==> config.mk <==
export PLATFORM = sky130hd
export DESIGN_NAME = hazard_scoreboard
export DESIGN_NICKNAME = d
export VERILOG_FILES = /design/src/rtl/cpu_defs_pkg.sv /design/src/rtl/sb_slot.sv /design/src/rtl/hazard_scoreboard.sv
export SDC_FILE = /design/constraint.sdc
export NUM_CORES = 1
export LEC_CHECK = 0
export CORE_MARGIN = 2
export CORE_UTILIZATION = 51
export CTS_CLUSTER_SIZE = 25
export DETAILED_ROUTE_END_ITERATION = 8
export PLACE_DENSITY = 0.83
export SLEW_MARGIN = 10
export SYNTH_ARGS = -nofsm -noshare
export SYNTH_HDL_FRONTEND = slang
export SYNTH_SLANG_ARGS = --single-unit
==> constraint.sdc <==
create_clock -name CLK -period 3.1 [get_ports CLK]
set_clock_uncertainty 0.15 [all_clocks]
set_input_delay 0.62 -clock CLK [delete_from_list [all_inputs] [get_ports CLK]]
set_output_delay 0.62 -clock CLK [all_outputs]
set_load 0.05 [all_outputs]
==> src/rtl/cpu_defs_pkg.sv <==
// Shared CPU definitions: register-address width and the forwarding-select
// encodings used by the EX operand muxes.
package cpu_defs;

    localparam int REG_AW = 5;

    typedef enum logic [1:0] {
        FWD_RF    = 2'b00,
        FWD_EXMEM = 2'b01,
        FWD_MEMWB = 2'b10
    } fwd_sel_e;

endpackage

==> src/rtl/sb_slot.sv <==
// One pipeline-stage slot of the hazard scoreboard: holds {rd, wen, isLoad}.
// A slot with wen=0 is a bubble; writes to x0 are demoted to bubbles on entry.
module sb_slot #(
    parameter int REG_AW = 5
) (
    input  logic              CLK,
    input  logic              RST,
    input  logic [REG_AW-1:0] rdIn,
    input  logic              wenIn,
    input  logic              loadIn,
    output logic [REG_AW-1:0] rdOut,
    output logic              wenOut,
    output logic              loadOut
);

    logic [REG_AW-1:0] rd_q, rd_d;
    logic              wen_q, wen_d;
    logic              load_q, load_d;

    always_comb begin
        rd_d   = rdIn;
        wen_d  = wenIn && (rdIn != '0);
        load_d = loadIn;
    end

    always_ff @(negedge CLK) begin
        if (RST) begin
            rd_q   <= '0;
            wen_q  <= 1'b0;
            load_q <= 1'b0;
        end else begin
            rd_q   <= rd_d;
            wen_q  <= wen_d;
            load_q <= load_d;
        end
    end

    assign rdOut   = rd_q;
    assign wenOut  = wen_q;
    assign loadOut = load_q;

endmodule

==> src/rtl/hazard_scoreboard.sv <==
// Load-use stall detection and EX operand forwarding selects for a 5-stage
// pipeline whose registers update on the falling clock edge.
module hazard_scoreboard #(
    parameter int REG_AW = cpu_defs::REG_AW,
    parameter int CNT_W  = 16
) (
    input  logic              CLK,
    input  logic              RST,
    input  logic              issueValid,
    input  logic [REG_AW-1:0] rs1In,
    input  logic [REG_AW-1:0] rs2In,
    input  logic              useRs1,
    input  logic              useRs2,
    input  logic [REG_AW-1:0] rdIn,
    input  logic              wbIn,
    input  logic              loadIn,
    input  logic              flush,
    output logic              stall,
    output logic [1:0]        fwdA,
    output logic [1:0]        fwdB,
    output logic [CNT_W-1:0]  stallCount
);

    import cpu_defs::*;

    logic [REG_AW-1:0] exRd, memRd, wbRd;
    logic              exWen, memWen, wbWen;
    logic              exLoad, memLoad, wbLoad;
    logic              capture;
    logic              wbSlotUnused;

    fwd_sel_e          fwdA_q, fwdA_d;
    fwd_sel_e          fwdB_q, fwdB_d;
    logic [CNT_W-1:0]  stallCount_q, stallCount_d;

    // A load still in EX cannot forward yet, so a dependent instruction waits a cycle.
    assign stall = !flush && issueValid && exWen && exLoad &&
                   ((useRs1 && rs1In == exRd) || (useRs2 && rs2In == exRd));

    assign capture = issueValid && !stall && !flush;

    sb_slot #(.REG_AW(REG_AW)) u_exSlot (
        .CLK     (CLK),
        .RST     (RST),
        .rdIn    (rdIn),
        .wenIn   (capture && wbIn),
        .loadIn  (capture && loadIn),
        .rdOut   (exRd),
        .wenOut  (exWen),
        .loadOut (exLoad)
    );

    sb_slot #(.REG_AW(REG_AW)) u_memSlot (
        .CLK     (CLK),
        .RST     (RST),
        .rdIn    (exRd),
        .wenIn   (exWen),
        .loadIn  (exLoad),
        .rdOut   (memRd),
        .wenOut  (memWen),
        .loadOut (memLoad)
    );

    sb_slot #(.REG_AW(REG_AW)) u_wbSlot (
        .CLK     (CLK),
        .RST     (RST),
        .rdIn    (memRd),
        .wenIn   (memWen),
        .loadIn  (memLoad),
        .rdOut   (wbRd),
        .wenOut  (wbWen),
        .loadOut (wbLoad)
    );

    // WB retires into the register file, which is written before it is read.
    assign wbSlotUnused = ^{wbRd, wbWen, wbLoad};

    always_comb begin
        fwdA_d       = FWD_RF;
        fwdB_d       = FWD_RF;
        stallCount_d = stallCount_q;
        if (capture) begin
            if (useRs1 && exWen && exRd == rs1In)
                fwdA_d = FWD_EXMEM;
            else if (useRs1 && memWen && memRd == rs1In)
                fwdA_d = FWD_MEMWB;
            if (useRs2 && exWen && exRd == rs2In)
                fwdB_d = FWD_EXMEM;
            else if (useRs2 && memWen && memRd == rs2In)
                fwdB_d = FWD_MEMWB;
        end
        if (stall && stallCount_q != '1)
            stallCount_d = stallCount_q + CNT_W'(1);
    end

    always_ff @(negedge CLK) begin
        if (RST) begin
            fwdA_q       <= FWD_RF;
            fwdB_q       <= FWD_RF;
            stallCount_q <= '0;
        end else begin
            fwdA_q       <= fwdA_d;
            fwdB_q       <= fwdB_d;
            stallCount_q <= stallCount_d;
        end
    end

    assign fwdA       = fwdA_q;
    assign fwdB       = fwdB_q;
    assign stallCount = stallCount_q;

endmodule

==> results.cfg, run 1 <==
[run_status]
status = did not finish
stop_stage = 4_1_cts
first-error = [ERROR DPL-0038] Utilization greater than 100%, impossible to legalize

[floorplanning]
num_rows = 20
floorplan.die.height_um = 61.1
die_x_um = 61.1
initial_utilization_pct = 54.0
design.portCount = 44

[logic_synthesis]
synthArstFlopShare_pct = 0
synth_seq_cells = 33
synth-edff-count = 0
fraction_of_the_yosys_area_taken_by_sequential_cells_pct = 39.8
synth_ff_type = sky130_fd_sc_hd__dfxtp_1
syn-cell-area_um2 = 1660
postSynthNetCount = 207
synth.avg_cell_area_um2 = 9.08
synthDistinctLibCells = 37
ys.warnings.count = 0
syn_inst = 183

[placement]
routabilityCongestion = 0.842
dpl-instance-area_um2 = 2570
detailedPlacementHpwl_um = 3650
buffer_ports.inserted = 43
dp_slack_ps = -1240

[clocking]
cts_htree_levels = 2
clk_path_buf_depth = 2
cts-hold-fix-buffers = 0
postCtsSetupRepairBufs = 26
cts.repair.resized = 96
ctsRootBufferMaster = sky130_fd_sc_hd__clkbuf_4
cts.sink_count = 33
cts_buffers = 5
-- stage by stage --
step           instances  util [%]
3_5_place_dp         289      83.5
3_3_place_gp         289      83.5
2_1_floorplan        183         -
-- cell families after synthesis --
kind of cell,share of synthesized area (%)
AO/OA/AOI/OAI,8.51
XOR/XNOR,11.9
adder cells (fa/ha/maj),0.753
buffers and inverters,2.79
flip-flops,39.8
multiplexers,4.74
AND/OR/NAND/NOR,31.6
-- Yosys cell counts, types with 6 or more instances --
library cell,instances,area share (%)
sky130_fd_sc_hd__a21oi_1,7,2.1
sky130_fd_sc_hd__and3_1,6,2.3
sky130_fd_sc_hd__dfxtp_1,33,40
sky130_fd_sc_hd__mux2_2,7,4.7
sky130_fd_sc_hd__nand2_1,11,2.5
sky130_fd_sc_hd__nand3_1,9,2.7
sky130_fd_sc_hd__nor2_1,14,3.2
sky130_fd_sc_hd__nor2b_1,17,6.4
sky130_fd_sc_hd__nor3_1,6,1.8
sky130_fd_sc_hd__o21ai_0,6,1.8
sky130_fd_sc_hd__or4_1,7,3.2
sky130_fd_sc_hd__xnor2_1,9,4.7
sky130_fd_sc_hd__xor2_1,8,4.2
==> run 2, diff against run 1 <==
--- a/config.mk
+++ b/config.mk
@@ -6,10 +6,9 @@
 export NUM_CORES = 1
 export LEC_CHECK = 0
 export CORE_MARGIN = 2
-export CORE_UTILIZATION = 51
-export CTS_CLUSTER_SIZE = 25
+export CORE_UTILIZATION = 40
 export DETAILED_ROUTE_END_ITERATION = 8
-export PLACE_DENSITY = 0.83
+export PLACE_DENSITY_LB_ADDON = 0.15
 export SLEW_MARGIN = 10
 export SYNTH_ARGS = -nofsm -noshare
 export SYNTH_HDL_FRONTEND = slang
==> run 2 against run 1 <==
Effect of this change:
- the flow now finishes, with violations (negative setup slack)
- synthesized area unchanged
- synthesized cell count did not move
==> results.cfg, run 2 <==
[setup_path]
startpoint = u_exSlot.rdOut[3]$_SDFF_NP0_
critical-path-top-cell-by-count = sky130_fd_sc_hd__buf_12
cp.arrival_ps = 3150
cp_slowest_cell = sky130_fd_sc_hd__dfxtp_4
setup.worst_path.end_class = output port
regToRegStartpoint = stallCount[1]$_SDFFE_NP0P_
critical_path_required_ps = 2330
path_cells = buf_12 -> xnor2_4 -> nand4_1 -> buf_4 -> o22ai_4 -> buf_12
cp.buffers_inverters = 3
max_stage_delay_ps = 360
critical-path-top-delay-family = buffers and inverters
cp_max_fo = 3
timing.critical_path.from_type = register
path_class = reg -> out

[global_routing]
grt_first_pass_wirelength_um = 9240
grt.total_usage_pct = 26.7
antenna_violations_before_repair = 0
grt.overflow.total = 0
grt_max_degree = 24
grt_pass1_vias = 2065

[clocking]
ctsRootBufferMaster = sky130_fd_sc_hd__clkbuf_8
clk_pin_slew_worst_paths_ps = 40
worstSkewPairLatency_ps = 370
cts.sink_count = 33
cts-hold-fix-buffers = 0
clk_path_buf_depth = 2
cts_htree_levels = 2
cts_buffers = 5
cts_tree = yes

[route]
post_drt_wl_per_cell_um = 18.4
average_via_count_per_standard_cell = 5.73
detail_route.drc_violations = 0
num_vias = 2062
dr.pass1.iters = 5
route.antenna.remaining_nets = 0
drtIter0Drc = 226
drt-total-wl_um = 6610

[timing]
grt_setup_unrepaired = yes
final.setup.tns_ps = -15820
hold_slack_ps = 345
tightestPinTransition_ps = 889
final-setup-viol-count = 43
slew_viol_final = 0
post-route-worst-setup-slack_ps = -817
finalHoldViolCount = 0
relSlewSlack_pct = 40.1

[layout]
drive_gt1_share_pct = 48.1
mostFrequentLayoutCell = sky130_fd_sc_hd__buf_4
flow.area_growth_from_synthesis_pct = 97.6
antenna_cells_inserted = 0
num-nets-final = 334
largest_register_ffs = 16
post-route-util_pct = 82.1
final_cell_mix = sky130_fd_sc_hd__buf_4 (46), sky130_fd_sc_hd__inv_1 (34), sky130_fd_sc_hd__buf_12 (22)
n_fill_cell = 212

[logic_synthesis]
fraction_of_the_yosys_area_taken_by_sequential_cells_pct = 39.8
synth.cells.most_frequent = sky130_fd_sc_hd__dfxtp_1 (33), sky130_fd_sc_hd__nor2b_1 (17), sky130_fd_sc_hd__nor2_1 (14)
synthDistinctLibCells = 37
synth_seq_cells = 33
post-synth-top-area-fraction_pct = 39.8
synthMostInstantiatedCell = sky130_fd_sc_hd__dfxtp_1
synthArstFlopShare_pct = 0
synth.avg_cell_area_um2 = 9.08
synth.top_cells.by_area = sky130_fd_sc_hd__dfxtp_1 (40%), sky130_fd_sc_hd__nor2b_1 (6.4%), sky130_fd_sc_hd__mux2_2 (4.7%)
syn_inst = 183
syn-cell-area_um2 = 1660
post-synth-top-area-cell = sky130_fd_sc_hd__dfxtp_1
synth_ff_type = sky130_fd_sc_hd__dfxtp_1
synth-edff-count = 0
ys.warnings.count = 0
postSynthNetCount = 207

[min_path]
worst_hold_startpoint = u_memSlot.wenOut$_SDFF_NP0_
min_path_type = reg -> reg

[run_status]
status = finished with violations
failed_checks = negative setup slack

[floorplanning]
total_die_area_um2 = 4690
fp.coreArea_um2 = 4000
num_rows = 23
design.portCount = 44
floorplan.die.height_um = 68.5
initial_utilization_pct = 41.5
die_x_um = 68.5

[power_and_ir_drop]
power_density_nw_per_um2 = 325
leakage_nw = 1.40
post-layout-total-power_mw = 1.07
vdd_drop_max_uv = 336

[placement]
detailedPlacementHpwl_um = 3140
routabilityCongestion = 0.818
dp_slack_ps = -1220
buffer_ports.inserted = 43

[job]
drv.max_cap_violation_count = 0
## run 2: final cells by class
type	count	area, um^2	share of cell area (%)
clock inverters	35	133	4.04
well taps	50	62.6	1.91
flip-flops and latches	33	737	22.4
repair buffers	93	1010	30.8
multi-input cells	144	1270	38.7
clock buffers	5	68.8	2.10
## run 2: repair_timing
| action | 4_1_cts | 5_1_grt |
|---|---|---|
| hold endpoints to repair | 0 | 0 |
| resized for setup | 104 | 9 |
| pin swaps | 20 | 6 |
| setup buffers | 23 | 5 |
| gates cloned | 2 | 1 |
| endpoints found under the setup margin | 44 | 44 |
## run 2: cells by family (layout without fill, tap and decap cells)
group / Yosys count / count (layout) / synth area share, %
compound gates: 21 / 24 / 8.51
xor+xnor: 20 / 20 / 11.9
fa+ha+maj: 1 / 1 / 0.753
buf+inv: 9 / 133 / 2.79
flops: 33 / 33 / 39.8
mux: 7 / 7 / 4.74
simple gates: 92 / 92 / 31.6
## run 2: worst register-to-register path: cells and delay by family, from the launching register on
| family | cells | cell delay (ps) |
|---|---|---|
| simple gates | 3 | 520 |
| fa+ha+maj | 1 | 150 |
| compound gates | 1 | 790 |
| flops | 1 | 350 |
| buf+inv | 2 | 230 |
| mux | 1 | 320 |
## run 2: through the flow
step	std cells	area (um^2)
2_1_floorplan	183	1720
3_3_place_gp	290	2550
3_5_place_dp	290	2550
4_1_cts	354	3190
5_1_grt	360	3280
6_report	360	3280
## run 2: metal layers
metal	vias up	wire length (um)	GRT usage, %
met5	-	0	0
met4	0	208	17.0
met3	27	487	9.21
met2	123	3370	43.8
met1	992	2540	29.3
li1	920	-	-
## run 2: worst paths after layout
path | end | slack [ps] | depth (start not counted)
worst max-delay path | stall | -820 | 6
worst min-delay path | fwdA[1]$_SDFF_NP0_ | 340 | 2
worst max register to register | stallCount[8]$_SDFFE_NP0P_ | 470 | 8
worst min register to register | fwdA[1]$_SDFF_NP0_ | 340 | 2
## run 2: power breakdown
group / switching (mW) / internal, mW
clock: 0.295 / 0.206
combinational: 0.0600 / 0.0748
sequential: 0.00979 / 0.421
total: 0.365 / 0.701
Power figures use the tool's default switching activity.
==> run 3, diff against run 2 <==
--- a/config.mk
+++ b/config.mk
@@ -5,8 +5,10 @@
 export SDC_FILE = /design/constraint.sdc
 export NUM_CORES = 1
 export LEC_CHECK = 0
+export CELL_PAD_IN_SITES_DETAIL_PLACEMENT = 0
+export CELL_PAD_IN_SITES_GLOBAL_PLACEMENT = 1
 export CORE_MARGIN = 2
-export CORE_UTILIZATION = 40
+export CORE_UTILIZATION = 38
 export DETAILED_ROUTE_END_ITERATION = 8
 export PLACE_DENSITY_LB_ADDON = 0.15
 export SLEW_MARGIN = 10
==> run 3 against run 2 <==
Effect of this change:
- the run still ends with negative setup slack left
- first-iteration DRC count is 60% lower
- utilization is 4.4 points lower
- power is 0.75% lower
- final cell count is 0.83% higher
- sequential share of layout area is 0.46 points lower
- non-clock buffer count is 1 higher
- routed wire length is 14% lower
- clock power hardly changed
- critical path type unchanged
- largest power group unchanged
==> results.cfg, run 3 (synthesis results as in run 2) <==
[layout]
drive_gt1_share_pct = 52.7
largest_register_ffs = 16
design_area_um2 = 3330
multiInputGateArea_um2 = 1300
post-route-util_pct = 77.7
antenna_cells_inserted = 0
mostFrequentLayoutCell = sky130_fd_sc_hd__buf_4
flow.area_growth_from_synthesis_pct = 101
num-nets-final = 334
seqCellArea_um2 = 733
n_fill_cell = 292
final_cell_mix = sky130_fd_sc_hd__buf_4 (43), sky130_fd_sc_hd__inv_1 (34), sky130_fd_sc_hd__buf_12 (21)

[clocking]
cts_buffers = 5
clk_path_buf_depth = 2
clk_pin_slew_worst_paths_ps = 40
cts_htree_levels = 2
cts-hold-fix-buffers = 0
ctsRootBufferMaster = sky130_fd_sc_hd__clkbuf_8
cts_tree = yes
worstSkewPairLatency_ps = 360
cts.sink_count = 33

[setup_path]
cp_max_fo = 4
cp.arrival_ps = 3130
worstRegToRegCells = 7
path_class = reg -> out
timing.critical_path.from_type = register
critical_path_required_ps = 2330
setup.worst_path.end_class = output port

[floorplanning]
num_rows = 24
floorplan.die.height_um = 70.1
total_die_area_um2 = 4920
design.portCount = 44
fp.coreArea_um2 = 4290
initial_utilization_pct = 38.7
die_x_um = 70.1

[placement]
dp_slack_ps = -1280
routabilityCongestion = 0.825
detailedPlacementHpwl_um = 3270
dpl-instance-area_um2 = 2560
buffer_ports.inserted = 43

[global_routing]
grt_pass1_vias = 2145
antenna_violations_before_repair = 0
grt_max_degree = 29
grt.overflow.total = 0
grt.total_usage_pct = 23.6
grt_first_pass_wirelength_um = 9280

[route]
post_drt_wl_per_cell_um = 15.6
dr.pass1.iters = 4
num_vias = 1939
average_via_count_per_standard_cell = 5.34
route.antenna.remaining_nets = 0
drt-total-wl_um = 5650
detail_route.drc_violations = 0
drtIter0Drc = 91

[timing]
grt_setup_unrepaired = yes
slew_viol_final = 0
relSlewSlack_pct = 40.3
post-route-worst-setup-slack_ps = -797
finalHoldViolCount = 0
final.setup.tns_ps = -13320
final-setup-viol-count = 43
hold_slack_ps = 332
tightestPinTransition_ps = 886

[run_status]
failed_checks = negative setup slack
status = finished with violations

[power_and_ir_drop]
vdd_drop_max_uv = 293
power_density_nw_per_um2 = 317
leakage_nw = 1.40

[min_path]
min_path_type = reg -> reg
holdPathStages = 2

[job]
drv.max_cap_violation_count = 0
-- run 3: cell count changes in the layout (fill, tap and decap cells not counted), moves of 3 or more --
cell | previous run | this run
sky130_fd_sc_hd__buf_6 | 3 | 8
sky130_fd_sc_hd__buf_2 | 5 | 1
sky130_fd_sc_hd__dfxtp_2 | 7 | 10
sky130_fd_sc_hd__clkbuf_2 | 0 | 4
sky130_fd_sc_hd__buf_4 | 46 | 43
-- run 3: path summary, 6_finish.rpt --
path                                              startpoint  slack (ps)                    endpoint
worst min register to register   u_memSlot.wenOut$_SDFF_NP0_         330          fwdA[1]$_SDFF_NP0_
worst min-delay path             u_memSlot.wenOut$_SDFF_NP0_         330          fwdA[1]$_SDFF_NP0_
worst max register to register    stallCount[0]$_SDFFE_NP0P_         560  stallCount[6]$_SDFFE_NP0P_
worst max-delay path            u_exSlot.rdOut[4]$_SDFF_NP0_        -800                       stall
-- run 3: where the power goes --
part           switching [mW]  total, mW  internal, mW
clock network           0.288      0.498         0.210
logic                  0.0562      0.129        0.0731
registers             0.00853      0.430         0.422
-- run 3: cell type report --
class / count / area share (%)
Multi-Input combinational cell: 143 / 38.9
Sequential cell: 33 / 22.0
Clock inverter: 36 / 4.17
Clock buffer: 5 / 2.06
Timing Repair Buffer: 94 / 30.9
Tap cell: 52 / 1.95
-- run 3: routing by layer --
metal  vias to the layer above  routed length, um  global-route usage [%]
met4                         0                 79                    11.8
met5                         -                  0                       0
met2                        55               3070                    41.6
met1                       958               2250                    24.7
li1                        916                  -                       -
met3                        10                261                    8.23
-- run 3: metrics by stage --
step	cells	total power [mW]
2_1_floorplan	183	0.557
3_3_place_gp	294	0.615
3_5_place_dp	294	0.617
4_1_cts	360	1.06
5_1_grt	363	1.14
6_report	363	1.06
-- run 3: critical path: stages, from the launching register on --
cell and delay [ps]:
sky130_fd_sc_hd__dfxtp_2 330, sky130_fd_sc_hd__buf_4 140, sky130_fd_sc_hd__xnor2_2 200, sky130_fd_sc_hd__buf_4 150, sky130_fd_sc_hd__nand3_2 90, sky130_fd_sc_hd__o22ai_4 170
sky130_fd_sc_hd__buf_12 160
-- run 3: timing repair --
action	CTS	global route
setup buffers	24	4
gates cloned	2	0
resized for setup	100	35
setup endpoints to repair	52	43
pin swaps	20	15
